==> config.mk <==
export PLATFORM = sky130hd
export DESIGN_NAME = pe_rs_conv
export DESIGN_NICKNAME = d
export VERILOG_FILES = /design/src/rtl/pe_pkg.sv /design/src/rtl/pe_spad.sv /design/src/rtl/pe_rs_conv.sv
export SDC_FILE = /design/constraint.sdc
export NUM_CORES = 2
export LEC_CHECK = 0
export ABC_CLOCK_PERIOD_IN_PS = 10800
export BUFFER_PORTS_ARGS = -buffer_cell sky130_fd_sc_hd__buf_2
export CAP_MARGIN = 20
export CORE_MARGIN = 2
export CORE_UTILIZATION = 57
export CTS_CLUSTER_SIZE = 14
export DETAILED_ROUTE_END_ITERATION = 6
export PLACE_DENSITY = 0.76
export SLEW_MARGIN = 20
export SYNTH_ARGS = -nofsm -noshare
export SYNTH_HDL_FRONTEND = slang
export SYNTH_SLANG_ARGS = --single-unit
==> constraint.sdc <==
create_clock -name clk -period 10.8 [get_ports clk]
set_clock_uncertainty 0.1 [all_clocks]
set_input_delay 2.16 -clock clk [delete_from_list [all_inputs] [get_ports clk]]
set_output_delay 2.16 -clock clk [all_outputs]
set_load 0.01 [all_outputs]
==> src/rtl/pe_pkg.sv <==
// Shared definitions for the row-stationary PE: FSM state codes, config field
// widths and the configuration legality check.
package pe_pkg;

  localparam int CFG_Q_W = 2;
  localparam int CFG_P_W = 5;
  localparam int CFG_U_W = 4;
  localparam int CFG_S_W = 4;
  localparam int CFG_F_W = 8;

  localparam logic [2:0] ST_IDLE    = 3'd0;
  localparam logic [2:0] ST_LD_FILT = 3'd1;
  localparam logic [2:0] ST_LD_IFM  = 3'd2;
  localparam logic [2:0] ST_MAC     = 3'd3;
  localparam logic [2:0] ST_DRAIN   = 3'd4;

  // q and p arrive already decoded (field + 1); spad sizes come from the instance.
  function automatic logic cfg_legal(input int q, input int p, input int u, input int s,
                                     input int f, input int ifm_sz, input int fil_sz,
                                     input int ps_sz);
    return (s != 0) && (u != 0) && (f != 0) && (u <= s) &&
           (s * q <= ifm_sz) && (s * q * p <= fil_sz) && (p <= ps_sz);
  endfunction

endpackage

==> src/rtl/pe_spad.sv <==
// Scratchpad with synchronous write and combinational read.
module pe_spad #(
  parameter int DEPTH = 8,
  parameter int WIDTH = 8,
  localparam int AW = (DEPTH > 1) ? $clog2(DEPTH) : 1
) (
  input  logic             clk,
  input  logic             we_i,
  input  logic [AW-1:0]    waddr_i,
  input  logic [WIDTH-1:0] wdata_i,
  input  logic [AW-1:0]    raddr_i,
  output logic [WIDTH-1:0] rdata_o
);

  logic [WIDTH-1:0] mem [DEPTH];

  always_ff @(posedge clk) begin
    if (we_i) mem[waddr_i] <= wdata_i;
  end

  assign rdata_o = mem[raddr_i];

endmodule

==> src/rtl/pe_rs_conv.sv <==
// Row-stationary PE: stationary weights, circular ifmap window, p partial sums
// per output column, merged with incoming psums and streamed out.
module pe_rs_conv
  import pe_pkg::*;
#(
  parameter int IFMAP_SPAD_SIZE  = 12,
  parameter int FILTER_SPAD_SIZE = 224,
  parameter int PSUM_SPAD_SIZE   = 24,
  parameter int IFMAP_DATA_SIZE  = 8,
  parameter int FILTER_DATA_SIZE = 8,
  parameter int PSUM_DATA_SIZE   = 16,
  parameter int CONFIG_Q_BIT     = CFG_Q_W,
  parameter int CONFIG_P_BIT     = CFG_P_W,
  parameter int CONFIG_U_BIT     = CFG_U_W,
  parameter int CONFIG_S_BIT     = CFG_S_W,
  parameter int CONFIG_F_BIT     = CFG_F_W
) (
  input  logic                        clk,
  input  logic                        rst,
  input  logic                        set_info,
  input  logic                        enable,
  input  logic [CONFIG_Q_BIT-1:0]     config_q,
  input  logic [CONFIG_P_BIT-1:0]     config_p,
  input  logic [CONFIG_U_BIT-1:0]     config_U,
  input  logic [CONFIG_S_BIT-1:0]     config_S,
  input  logic [CONFIG_F_BIT-1:0]     config_F,
  input  logic [FILTER_DATA_SIZE-1:0] filter,
  input  logic                        filter_enable,
  output logic                        filter_ready,
  input  logic [IFMAP_DATA_SIZE-1:0]  ifmap,
  input  logic                        ifmap_enable,
  output logic                        ifmap_ready,
  input  logic [PSUM_DATA_SIZE-1:0]   ipsum,
  input  logic                        ipsum_enable,
  output logic                        ipsum_ready,
  output logic [PSUM_DATA_SIZE-1:0]   opsum,
  output logic                        opsum_enable,
  input  logic                        opsum_ready,
  output logic                        busy,
  output logic                        done,
  output logic                        cfg_err
);

  localparam int IA_W = (IFMAP_SPAD_SIZE > 1) ? $clog2(IFMAP_SPAD_SIZE) : 1;
  localparam int FA_W = (FILTER_SPAD_SIZE > 1) ? $clog2(FILTER_SPAD_SIZE) : 1;
  localparam int PA_W = (PSUM_SPAD_SIZE > 1) ? $clog2(PSUM_SPAD_SIZE) : 1;

  function automatic logic signed [PSUM_DATA_SIZE-1:0] mac_wrap(
      input logic signed [PSUM_DATA_SIZE-1:0]   acc,
      input logic signed [IFMAP_DATA_SIZE-1:0]  a,
      input logic signed [FILTER_DATA_SIZE-1:0] b);
    logic signed [PSUM_DATA_SIZE-1:0] ea;
    logic signed [PSUM_DATA_SIZE-1:0] eb;
    ea = PSUM_DATA_SIZE'(a);
    eb = PSUM_DATA_SIZE'(b);
    return acc + ea * eb;
  endfunction

  function automatic logic signed [PSUM_DATA_SIZE-1:0] add_wrap(
      input logic signed [PSUM_DATA_SIZE-1:0] a,
      input logic signed [PSUM_DATA_SIZE-1:0] b);
    return a + b;
  endfunction

  logic [2:0]  state_q, state_d;
  logic [15:0] p_q, p_d, uq_q, uq_d, sq_q, sq_d, sqp_q, sqp_d, f_q, f_d;
  logic [15:0] cnt_q, cnt_d, t_q, t_d, k_q, k_d, mac_q, mac_d;
  logic [15:0] col_q, col_d, base_q, base_d;
  logic        wts_vld_q, wts_vld_d, cfg_err_q, cfg_err_d;
  logic        done_q, done_d, oen_q, oen_d;
  logic signed [PSUM_DATA_SIZE-1:0] opsum_q, opsum_d;

  logic [15:0] q_in, p_in, u_in, s_in, f_in;
  logic        cfg_ok;
  logic        filt_fire, ifm_fire, ips_fire;
  logic [15:0] ld_tgt, wr_sum, wr_idx, rd_sum, rd_idx, base_adv, base_nxt;
  logic [IFMAP_DATA_SIZE-1:0]  ifm_rd;
  logic [FILTER_DATA_SIZE-1:0] fil_rd;
  logic [PSUM_DATA_SIZE-1:0]   psum_rd;
  logic signed [PSUM_DATA_SIZE-1:0] mac_res;

  assign q_in = 16'(config_q) + 16'd1;
  assign p_in = 16'(config_p) + 16'd1;
  assign u_in = 16'(config_U);
  assign s_in = 16'(config_S);
  assign f_in = 16'(config_F);
  assign cfg_ok = cfg_legal(int'(q_in), int'(p_in), int'(u_in), int'(s_in), int'(f_in),
                            IFMAP_SPAD_SIZE, FILTER_SPAD_SIZE, PSUM_SPAD_SIZE);

  assign filter_ready = (state_q == ST_LD_FILT);
  assign ifmap_ready  = (state_q == ST_LD_IFM);
  assign ipsum_ready  = (state_q == ST_DRAIN) && (k_q < p_q) && (!oen_q || opsum_ready);
  assign filt_fire    = filter_enable && filter_ready;
  assign ifm_fire     = ifmap_enable && ifmap_ready;
  assign ips_fire     = ipsum_enable && ipsum_ready;

  // New ifmap values land on the oldest slots, which start at the current base.
  assign ld_tgt   = (col_q == 16'd0) ? sq_q : uq_q;
  assign wr_sum   = base_q + cnt_q;
  assign wr_idx   = (wr_sum >= sq_q) ? wr_sum - sq_q : wr_sum;
  assign rd_sum   = base_q + t_q;
  assign rd_idx   = (rd_sum >= sq_q) ? rd_sum - sq_q : rd_sum;
  assign base_adv = base_q + uq_q;
  assign base_nxt = (base_adv >= sq_q) ? base_adv - sq_q : base_adv;

  pe_spad #(.DEPTH(IFMAP_SPAD_SIZE), .WIDTH(IFMAP_DATA_SIZE)) u_ifm_spad (
    .clk(clk), .we_i(ifm_fire), .waddr_i(IA_W'(wr_idx)), .wdata_i(ifmap),
    .raddr_i(IA_W'(rd_idx)), .rdata_o(ifm_rd));

  pe_spad #(.DEPTH(FILTER_SPAD_SIZE), .WIDTH(FILTER_DATA_SIZE)) u_fil_spad (
    .clk(clk), .we_i(filt_fire), .waddr_i(FA_W'(cnt_q)), .wdata_i(filter),
    .raddr_i(FA_W'(mac_q)), .rdata_o(fil_rd));

  pe_spad #(.DEPTH(PSUM_SPAD_SIZE), .WIDTH(PSUM_DATA_SIZE)) u_psum_spad (
    .clk(clk), .we_i(state_q == ST_MAC), .waddr_i(PA_W'(k_q)), .wdata_i(mac_res),
    .raddr_i(PA_W'(k_q)), .rdata_o(psum_rd));

  assign mac_res = mac_wrap((t_q == 16'd0) ? '0 : $signed(psum_rd),
                            $signed(ifm_rd), $signed(fil_rd));

  always_comb begin
    state_d   = state_q;
    p_d       = p_q;
    uq_d      = uq_q;
    sq_d      = sq_q;
    sqp_d     = sqp_q;
    f_d       = f_q;
    cnt_d     = cnt_q;
    t_d       = t_q;
    k_d       = k_q;
    mac_d     = mac_q;
    col_d     = col_q;
    base_d    = base_q;
    wts_vld_d = wts_vld_q;
    cfg_err_d = cfg_err_q;
    done_d    = 1'b0;
    oen_d     = oen_q;
    opsum_d   = opsum_q;
    case (state_q)
      ST_IDLE: begin
        if (set_info) begin
          if (cfg_ok) begin
            p_d       = p_in;
            uq_d      = u_in * q_in;
            sq_d      = s_in * q_in;
            sqp_d     = s_in * q_in * p_in;
            f_d       = f_in;
            cfg_err_d = 1'b0;
            wts_vld_d = 1'b0;
            cnt_d     = '0;
            state_d   = ST_LD_FILT;
          end else begin
            cfg_err_d = 1'b1;
          end
        end else if (enable && wts_vld_q && !cfg_err_q) begin
          cnt_d   = '0;
          col_d   = '0;
          base_d  = '0;
          state_d = ST_LD_IFM;
        end
      end
      ST_LD_FILT: begin
        if (filt_fire) begin
          if (cnt_q == sqp_q - 16'd1) begin
            wts_vld_d = 1'b1;
            cnt_d     = '0;
            col_d     = '0;
            base_d    = '0;
            state_d   = ST_LD_IFM;
          end else begin
            cnt_d = cnt_q + 16'd1;
          end
        end
      end
      ST_LD_IFM: begin
        if (ifm_fire) begin
          if (cnt_q == ld_tgt - 16'd1) begin
            if (col_q != 16'd0) base_d = base_nxt;
            t_d     = '0;
            k_d     = '0;
            mac_d   = '0;
            state_d = ST_MAC;
          end else begin
            cnt_d = cnt_q + 16'd1;
          end
        end
      end
      ST_MAC: begin
        mac_d = mac_q + 16'd1;
        if (k_q == p_q - 16'd1) begin
          k_d = '0;
          t_d = t_q + 16'd1;
        end else begin
          k_d = k_q + 16'd1;
        end
        if (mac_q == sqp_q - 16'd1) begin
          k_d     = '0;
          state_d = ST_DRAIN;
        end
      end
      ST_DRAIN: begin
        if (ips_fire) begin
          opsum_d = add_wrap($signed(psum_rd), $signed(ipsum));
          oen_d   = 1'b1;
          k_d     = k_q + 16'd1;
        end else if (oen_q && opsum_ready) begin
          oen_d = 1'b0;
          if (k_q == p_q) begin
            col_d = col_q + 16'd1;
            cnt_d = '0;
            if (col_q + 16'd1 == f_q) begin
              done_d  = 1'b1;
              state_d = ST_IDLE;
            end else begin
              state_d = ST_LD_IFM;
            end
          end
        end
      end
      default: state_d = ST_IDLE;
    endcase
  end

  always_ff @(posedge clk) begin
    if (rst) begin
      state_q   <= ST_IDLE;
      cnt_q     <= '0;
      t_q       <= '0;
      k_q       <= '0;
      mac_q     <= '0;
      col_q     <= '0;
      base_q    <= '0;
      wts_vld_q <= 1'b0;
      cfg_err_q <= 1'b0;
      done_q    <= 1'b0;
      oen_q     <= 1'b0;
      opsum_q   <= '0;
    end else begin
      state_q   <= state_d;
      cnt_q     <= cnt_d;
      t_q       <= t_d;
      k_q       <= k_d;
      mac_q     <= mac_d;
      col_q     <= col_d;
      base_q    <= base_d;
      wts_vld_q <= wts_vld_d;
      cfg_err_q <= cfg_err_d;
      done_q    <= done_d;
      oen_q     <= oen_d;
      opsum_q   <= opsum_d;
    end
  end

  // Latched configuration is only meaningful while wts_vld_q/state say so.
  always_ff @(posedge clk) begin
    p_q   <= p_d;
    uq_q  <= uq_d;
    sq_q  <= sq_d;
    sqp_q <= sqp_d;
    f_q   <= f_d;
  end

  assign opsum        = opsum_q;
  assign opsum_enable = oen_q;
  assign busy         = (state_q != ST_IDLE);
  assign done         = done_q;
  assign cfg_err      = cfg_err_q;

endmodule

# ---- Word level (Yosys, flattened, before mapping)
# Memories as Yosys holds them, arrays and structs flattened. A register that Yosys moved wholly into a read port is not among the register bits.
# Cells that the tools add are included.
dict set report op_classes {
  reduce_logical 45
  n_mul 6
  n_addsub 18
  eq_ne 28
  n_lt_le_gt_ge 8
  n_bitwise 3
  n_mux 68
}
# operator count
set op_table {}
lappend op_table {{$mux 16} 28}
lappend op_table {{$pmux 16 s3} 3}
lappend op_table {{$add 16x1->16 const B} 5}
lappend op_table {{$add 16x16->16} 5}
lappend op_table {{$eq 16x16->1} 5}
lappend op_table {{$pmux 16 s2} 2}
lappend op_table {{$pmux 16 s4} 1}
lappend op_table {{$reduce_bool 16->1} 4}
lappend op_table {{$ge 16x7->1} 3}
lappend op_table {{$sub 16x1->16 const B} 3}
lappend op_table {{$mux 3} 11}
lappend op_table {{$le 32x5->1 const B} 1}
lappend op_table {{$logic_not 16->1} 2}
lappend op_table {{$mul 7x6->13} 2}
lappend op_table {{$mul 4x3->7} 3}
lappend op_table {{$ne 2x2->1 const B} 9}
lappend op_table {{$eq 16x8->1} 1}
lappend op_table {{$lt 16x16->1} 1}
lappend op_table {{$mul 8x8->16} 1}
lappend op_table {{$mux 8} 2}
lappend op_table {{$reduce_and 8->1} 2}
lappend op_table {{$sub 16x7->16} 1}
lappend op_table {{$pmux 3 s5} 1}
lappend op_table {{$logic_and 1x1->1} 14}
lappend op_table {{other kinds (30)} 66}
dict set report totals {
  in_bits 63
  ff_bits 182
  output_inout_bits 23
  ram_bits 2272
  elab_cells 196
  memories 3
}
# memory depth word_bits rd rd_ports_with_merged_regs wr line_no
set mem_list {}
lappend mem_list {u_fil_spad.mem 224 8 1 1 1 pe_spad.sv:15} ;# logic [WIDTH-1:0] mem [DEPTH];
lappend mem_list {u_psum_spad.mem 24 16 1 1 1 pe_spad.sv:15}
lappend mem_list {u_ifm_spad.mem 12 8 1 0 1 pe_spad.sv:15}

# ---- Longest topological paths before layout
dict set report logic_depth {
  word_depth 10
  ltp_mapped 40
  depth_no_buf 39
}

# ---- Hierarchy
# A second synthesis with hierarchy kept.
dict set report hier_totals {
  cells_unflattened 6248
  area_unflattened_um2 105807.7
}
# mod instances seq_area_each_um2 area_each_um2 cells_per_inst
set by_module_without_submodules {}
lappend by_module_without_submodules {{pe_spad (u_fil_spad)} 1 53811.6 69619.3 3261}
lappend by_module_without_submodules {pe_rs_conv 1 3613.5 17540.6 2106}
lappend by_module_without_submodules {{pe_spad (u_psum_spad)} 1 11531.1 14934.3 707}
lappend by_module_without_submodules {{pe_spad (u_ifm_spad)} 1 2882.8 3713.6 174}

# ---- Worst setup path after synthesis
# No wires, ideal clock.
dict set report synth_timing {
  kind {input port to flip-flop}
  start {input config_q[0]}
  end {register f_q[0], enable pin}
  setup_ns 0.495
  arrival_time_ns 10.526
  slack_ns -0.321
  t_required_ns 10.205
  path_stages 22
  n_path_buf 0
  path_cell_list {ha_1 -> nand2_1 -> fa_1 -> inv_1 -> ha_1 -> fa_1 -> xor2_1 -> and2_1 -> fa_1 -> inv_1 -> fa_1 -> fa_1 -> inv_1 -> ha_1 -> a21o_1 -> a21oi_1 -> o21bai_1 -> a2111o_1 -> a21o_1 -> and2_1 -> or3_1 -> nor3_1}
}
dict set report synth_via {
  elab_chain_len 7
  word_cells_on_any_way 9
  cone_classes {add/sub: 1; mul: 2; order compare: 2; reduce/logical: 4}
}
# item line_no
set synth_rtl {}
lappend synth_rtl {{start: declaration} pe_rs_conv.sv:22} ;# input logic [CONFIG_Q_BIT-1:0] config_q,
lappend synth_rtl {{$add 2x1->3 (*)} pe_rs_conv.sv:82} ;# assign q_in = 16'(config_q) + 16'd1;
lappend synth_rtl {{$mul 4x3->7 (*)} pe_pkg.sv:22} ;# (s * q <= ifm_sz) && (s * q * p <= fil_sz) && (p <= ps_sz);
lappend synth_rtl {{$mul 7x6->13 or $le 32x5->1 (tied branches)} pe_pkg.sv:22}
lappend synth_rtl {{$le 13x8->1 or $logic_and 1x1->1 (tied branches)} {pe_pkg.sv:22, pe_pkg.sv:21}}
lappend synth_rtl {{$logic_and 1x1->1 (*) (2 in series)} pe_pkg.sv:22}
lappend synth_rtl {{$reduce_and 3->1 (no source line) (*)} -}
lappend synth_rtl {{end signal: assignment} pe_rs_conv.sv:260} ;# f_q <= f_d;
lappend synth_rtl {{end: declaration} pe_rs_conv.sv:66} ;# logic [15:0] p_q, p_d, uq_q, uq_d, sq_q, sq_d, sqp_q, sqp_d, f_q, f_d;
# Mark *: on every way between the ends. The rest lies on a longest branch, timed or not.
# A chain may end at the register's enable or synchronous reset.

# ---- Worst setup path after layout
dict set report layout_timing {
  start {register base_q[1]}
  end {memory u_psum_spad.mem[19][14] (netlist bit), data pin}
}
dict set report layout_via {
  elab_chain_len 6
  word_cells_on_any_way 7
  cone_classes {add/sub: 3; mul: 1; order compare: 1; mux: 1; memory: 1}
}
# item line_no
set layout_rtl {}
lappend layout_rtl {{start: declaration} pe_rs_conv.sv:68} ;# logic [15:0] col_q, col_d, base_q, base_d;
lappend layout_rtl {{start signal: assignment} pe_rs_conv.sv:245} ;# base_q <= base_d;
lappend layout_rtl {{$add 16x16->16 (*)} pe_rs_conv.sv:101} ;# assign rd_sum = base_q + t_q;
lappend layout_rtl {{$ge 16x7->1 or $sub 4x4->4 (tied branches)} pe_rs_conv.sv:102} ;# assign rd_idx = (rd_sum >= sq_q) ? rd_sum - sq_q : rd_sum;
lappend layout_rtl {{$mux 4 (*)} pe_rs_conv.sv:102}
lappend layout_rtl {{$mem_v2 12x8 (*)} -}
lappend layout_rtl {{$mul 8x8->16 (*)} pe_rs_conv.sv:56} ;# return acc + ea * eb;
lappend layout_rtl {{$add 16x16->16 (*)} pe_rs_conv.sv:56}
lappend layout_rtl {{named net mac_res[14]} pe_rs_conv.sv:80} ;# logic signed [PSUM_DATA_SIZE-1:0] mac_res;
lappend layout_rtl {{end: declaration} pe_spad.sv:15}
# Mark *: on every way through the listed nets, which the timed path passes. The rest lies on a longest branch.

==> qor.txt <==
fillers -> 12,320
Max Cap Viol -> 0
Finished Cell Area -> 117,000 um^2
Mapped Cells -> 5,787
Initial DRT Pass Iterations -> 5
setup violators final -> 0
layout cells sized above 1 -> 0.218
outcome -> finished clean
vias in the first global route -> 56,086
R2R depth -> 34
clk buf depth -> 3
power per cell area -> 233 nW/um^2
CTS Sinks -> 2,445
sequential cell area fraction in the yosys report -> 0.687
DR iter-0 viols -> 7,644
largest net degree at the start of global routing -> 146
worst setup path start -> base_q[1]
total number of H-tree levels -> 4
io pins -> 86
Net Count, Synth -> 6,129
Synth cell types -> 85
cell mode on critical path -> fa_1
Clock transition at path regs -> 0.06 ns
Placed Instance Area -> 109,000 um^2
crit path time final -> 10.19 ns
CTS tree -> done
ys flop type -> edfxtp_1
die area -> 188,000 um^2
CP Depth -> 34
Die Height -> 433 um
leak pwr -> 37.2 nW
drt total wl -> 251,000 um
Worst Path Required -> 11.24 ns
RSZ-0062 raised after global routing -> false
fraction of registers with async set/reset -> 0
Reg2Reg Setup Slack -> 0.61 ns
Setup crit end kind -> flip-flop
final hold viol count -> 0
GP Congestion -> 0.870
Area Overhead vs Synth -> 11.1%
core footprint -> 183,000 um^2
Clock Latency Late Sink -> 0.89 ns
relative slew slack -> 0.153
fmax -> 0.0981 GHz
Buf/Inv on CP -> 3
post-DP HPWL -> 156,000 um
first-pass GRT wire length -> 371,000 um
Detail Route Antenna Nets -> 0
# DRC -> 0
Synthesis Warnings -> 0
DR vias -> 55,874
final period utilization -> 0.944
EDFF count, synth -> 2,313
FP Rows -> 157
Hold-fix buffers, CTS -> 0
vias per cell -> 6.46
CTS Buf Count -> 230
netlist area before placement -> 105,000 um^2
measured slew at the worst slew-check pin -> 1.27 ns
Crit path max-delay family -> adder cells
Setup crit end -> u_psum_spad.mem[19][14]
setup TNS -> 0 ns
CP max stage delay -> 0.52 ns
Final #Nets -> 6,330
Starting Density -> 0.573
Yosys reg bits -> 2,445
remaining global-route overflow -> 0
Slowest-stage cell, CP -> or4_1
crit start category -> flip-flop
Die X -> 433 um
Worst Hold Class -> reg -> reg
GR Util All Layers -> 0.270
R2R Path Start -> base_q[1]
Final Slew Violations -> 0
Buffers on Ports -> 85
Syn Area/Cell -> 18.1 um^2
reg-to-reg endpoint -> u_psum_spad.mem[19][14]
CP arrival -> 10.63 ns
initial antenna violation count -> 9
CP Max Fanout -> 24
drt wl/cell -> 29.0 um
clock root cell -> clkbuf_16
Crit Path Category -> reg -> reg
Max VDD drop -> 0.616 mV
## cell usage after synthesis, types with 5 or more instances
master	number	share of area
ha_1	174	0.021
or2_1	19	0.0011
buf_2	5	0.00024
nand3_1	109	0.0052
nand3b_1	14	0.0010
o21bai_1	15	0.0011
mux2i_1	89	0.0085
buf_1	78	0.0028
o31ai_1	11	0.00079
nor3_1	62	0.0030
o2111ai_1	6	0.00050
o21a_1	14	0.0010
a211oi_1	8	0.00057
nand2b_1	29	0.0017
a21boi_0	5	0.00036
nor4b_1	6	0.00050
and4_1	5	0.00042
a31oi_1	19	0.0011
o21ai_0	87	0.0041
a2111oi_0	7	0.00058
nor2b_1	38	0.0023
edfxtp_1	2313	0.66
a32oi_1	8	0.00067
o211ai_1	13	0.00093
clkbuf_1	174	0.0062
and2_1	60	0.0036
nor3b_1	7	0.00050
nor4_1	24	0.0014
xor2_1	69	0.0058
nor2_1	518	0.019
and3_1	35	0.0021
nand2_1	173	0.0062
inv_1	194	0.0069
or4_1	8	0.00057
or3_1	19	0.0011
dfxtp_1	132	0.025
a21o_1	23	0.0016
o31a_1	5	0.00042
a21oi_1	148	0.0071
nand4_1	36	0.0021
or2_2	19	0.0011
fa_1	105	0.020
mux4_2	704	0.15
xnor2_1	130	0.011
## flip-flops by register name, summed over array words and instances (netlist names), 3 cells and up, named ones only
register         flops
col_q               16
u_psum_spad.mem    384
mac_q               16
f_q                  8
uq_q                 7
k_q                 16
cnt_q               16
p_q                  6
sqp_q               13
sq_q                 7
state_q              3
u_fil_spad.mem    1792
u_ifm_spad.mem      96
base_q              16
opsum               16
t_q                 16
## final cells by class
cell class	count	area (um^2)	share of cell area
Tap cell	2464	3080	0.0264
Clock inverter	147	1410	0.0121
Timing Repair Buffer	227	1830	0.0157
Inverter	195	732	0.00628
Multi-Input combinational cell	2889	31400	0.269
Antenna cell	7	17.5	0.000150
Sequential cell	2445	72100	0.618
Clock buffer	279	6000	0.0514
## power breakdown
part           switching [mW]  total (mW)  internal, mW  leakage, nW
sequential             0.0770        13.2          13.1         21.9
clock                    3.53        7.96          4.43         3.62
combinational            4.14        6.02          1.88         11.7
total                    7.75        27.2          19.4         37.2
## worst register-to-register path: cells and delay by family (launching register included)
kind | cells | cell delay [ns]
xor gates and xnor gates | 1 | 0.27
and+or+nand+nor | 10 | 2.12
adders and majority gates | 8 | 3.33
buffers and inverters | 3 | 0.34
muxes | 1 | 0.51
AOI/OAI and AO/OA | 11 | 2.78
DFF | 1 | 0.42
## cell families (layout without fill, tap and decap cells)
| logic type | Yosys count | in the layout | share of synthesized area |
|---|---|---|---|
| buffers and inverters | 454 | 848 | 0.0164 |
| XOR/XNOR | 199 | 199 | 0.0166 |
| other | 0 | 7 | 0 |
| AND/OR/NAND/NOR | 1194 | 1195 | 0.0536 |
| AO/OA/AOI/OAI | 418 | 418 | 0.0255 |
| multiplexers | 798 | 798 | 0.160 |
| adder cells (fa/ha/maj) | 279 | 279 | 0.0408 |
| flip-flops | 2445 | 2445 | 0.687 |
## cells in the final DEF, fill, tap and decap left out, drive strengths merged, types with 7 or more instances in the layout
| cell | count |
|---|---|
| ha | 174 |
| clkinv | 114 |
| and3 | 35 |
| xnor2 | 130 |
| nor3b | 7 |
| or3 | 20 |
| edfxtp | 2313 |
| a21oi | 148 |
| and2 | 62 |
| o21ai | 90 |
| nand2 | 175 |
| a2111oi | 8 |
| nor2b | 38 |
| bufinv | 20 |
| buf | 224 |
| o211ai | 13 |
| xor2 | 69 |
| o31ai | 12 |
| o21a | 14 |
| nand2b | 29 |
| dfxtp | 132 |
| mux4 | 704 |
| o21bai | 15 |
| a32oi | 8 |
| mux2i | 90 |
| a21o | 23 |
| clkbuf | 282 |
| nand3b | 14 |
| diode | 7 |
| nor3 | 62 |
| a211oi | 8 |
| fa | 105 |
| a31oi | 23 |
| nor2 | 519 |
| inv | 203 |
| nand3 | 109 |
| or2 | 38 |
| nor4 | 24 |
| nand4 | 36 |
| or4 | 8 |
## per-stage QoR
step | setup slack, ns | hold slack (ns) | power (mW) | cells | util
finish | 0.609 | 0.376 | 27.2 | 8653 | 0.637
global route | 0.0347 | 0.410 | 28.2 | 8652 | 0.637
CTS | 0.101 | 0.381 | 26.8 | 8638 | 0.635
detailed placement | 0.190 | 0.349 | 18.9 | 8212 | 0.595
global placement | 0.328 | 0.335 | 18.7 | 8212 | 0.595
floorplan | 0.717 | 0.376 | 16.8 | 5787 | -
## what timing repair did
| action | 4_1_cts | 5_1_grt |
|---|---|---|
| buffers inserted | 0 | 4 |
| setup endpoints to repair | 0 | 144 |
| gates resized for setup | 0 | 24 |
## layer usage
metal / GRT usage / vias to the layer above / share of wire
met5: 0 / - / 0.000044
met2: 0.444 / 2966 / 0.50
met1: 0.370 / 29038 / 0.39
li1: - / 23398 / -
met4: 0.0944 / 2 / 0.036
met3: 0.0456 / 470 / 0.082
## worst min-delay path by stage
stage	slack [ns]	cells past startpoint	endpoint	start
finish	0.38	2	opsum[15]	opsum[15]
CTS	0.38	2	opsum[15]	opsum[15]
floorplan	0.38	2	opsum[6]	opsum[6]
detailed placement	0.35	2	opsum[6]	opsum[6]
global route	0.41	2	opsum[13]	opsum[13]
global placement	0.34	2	opsum[6]	opsum[6]
Note: power is estimated with default switching activity, not from simulation.
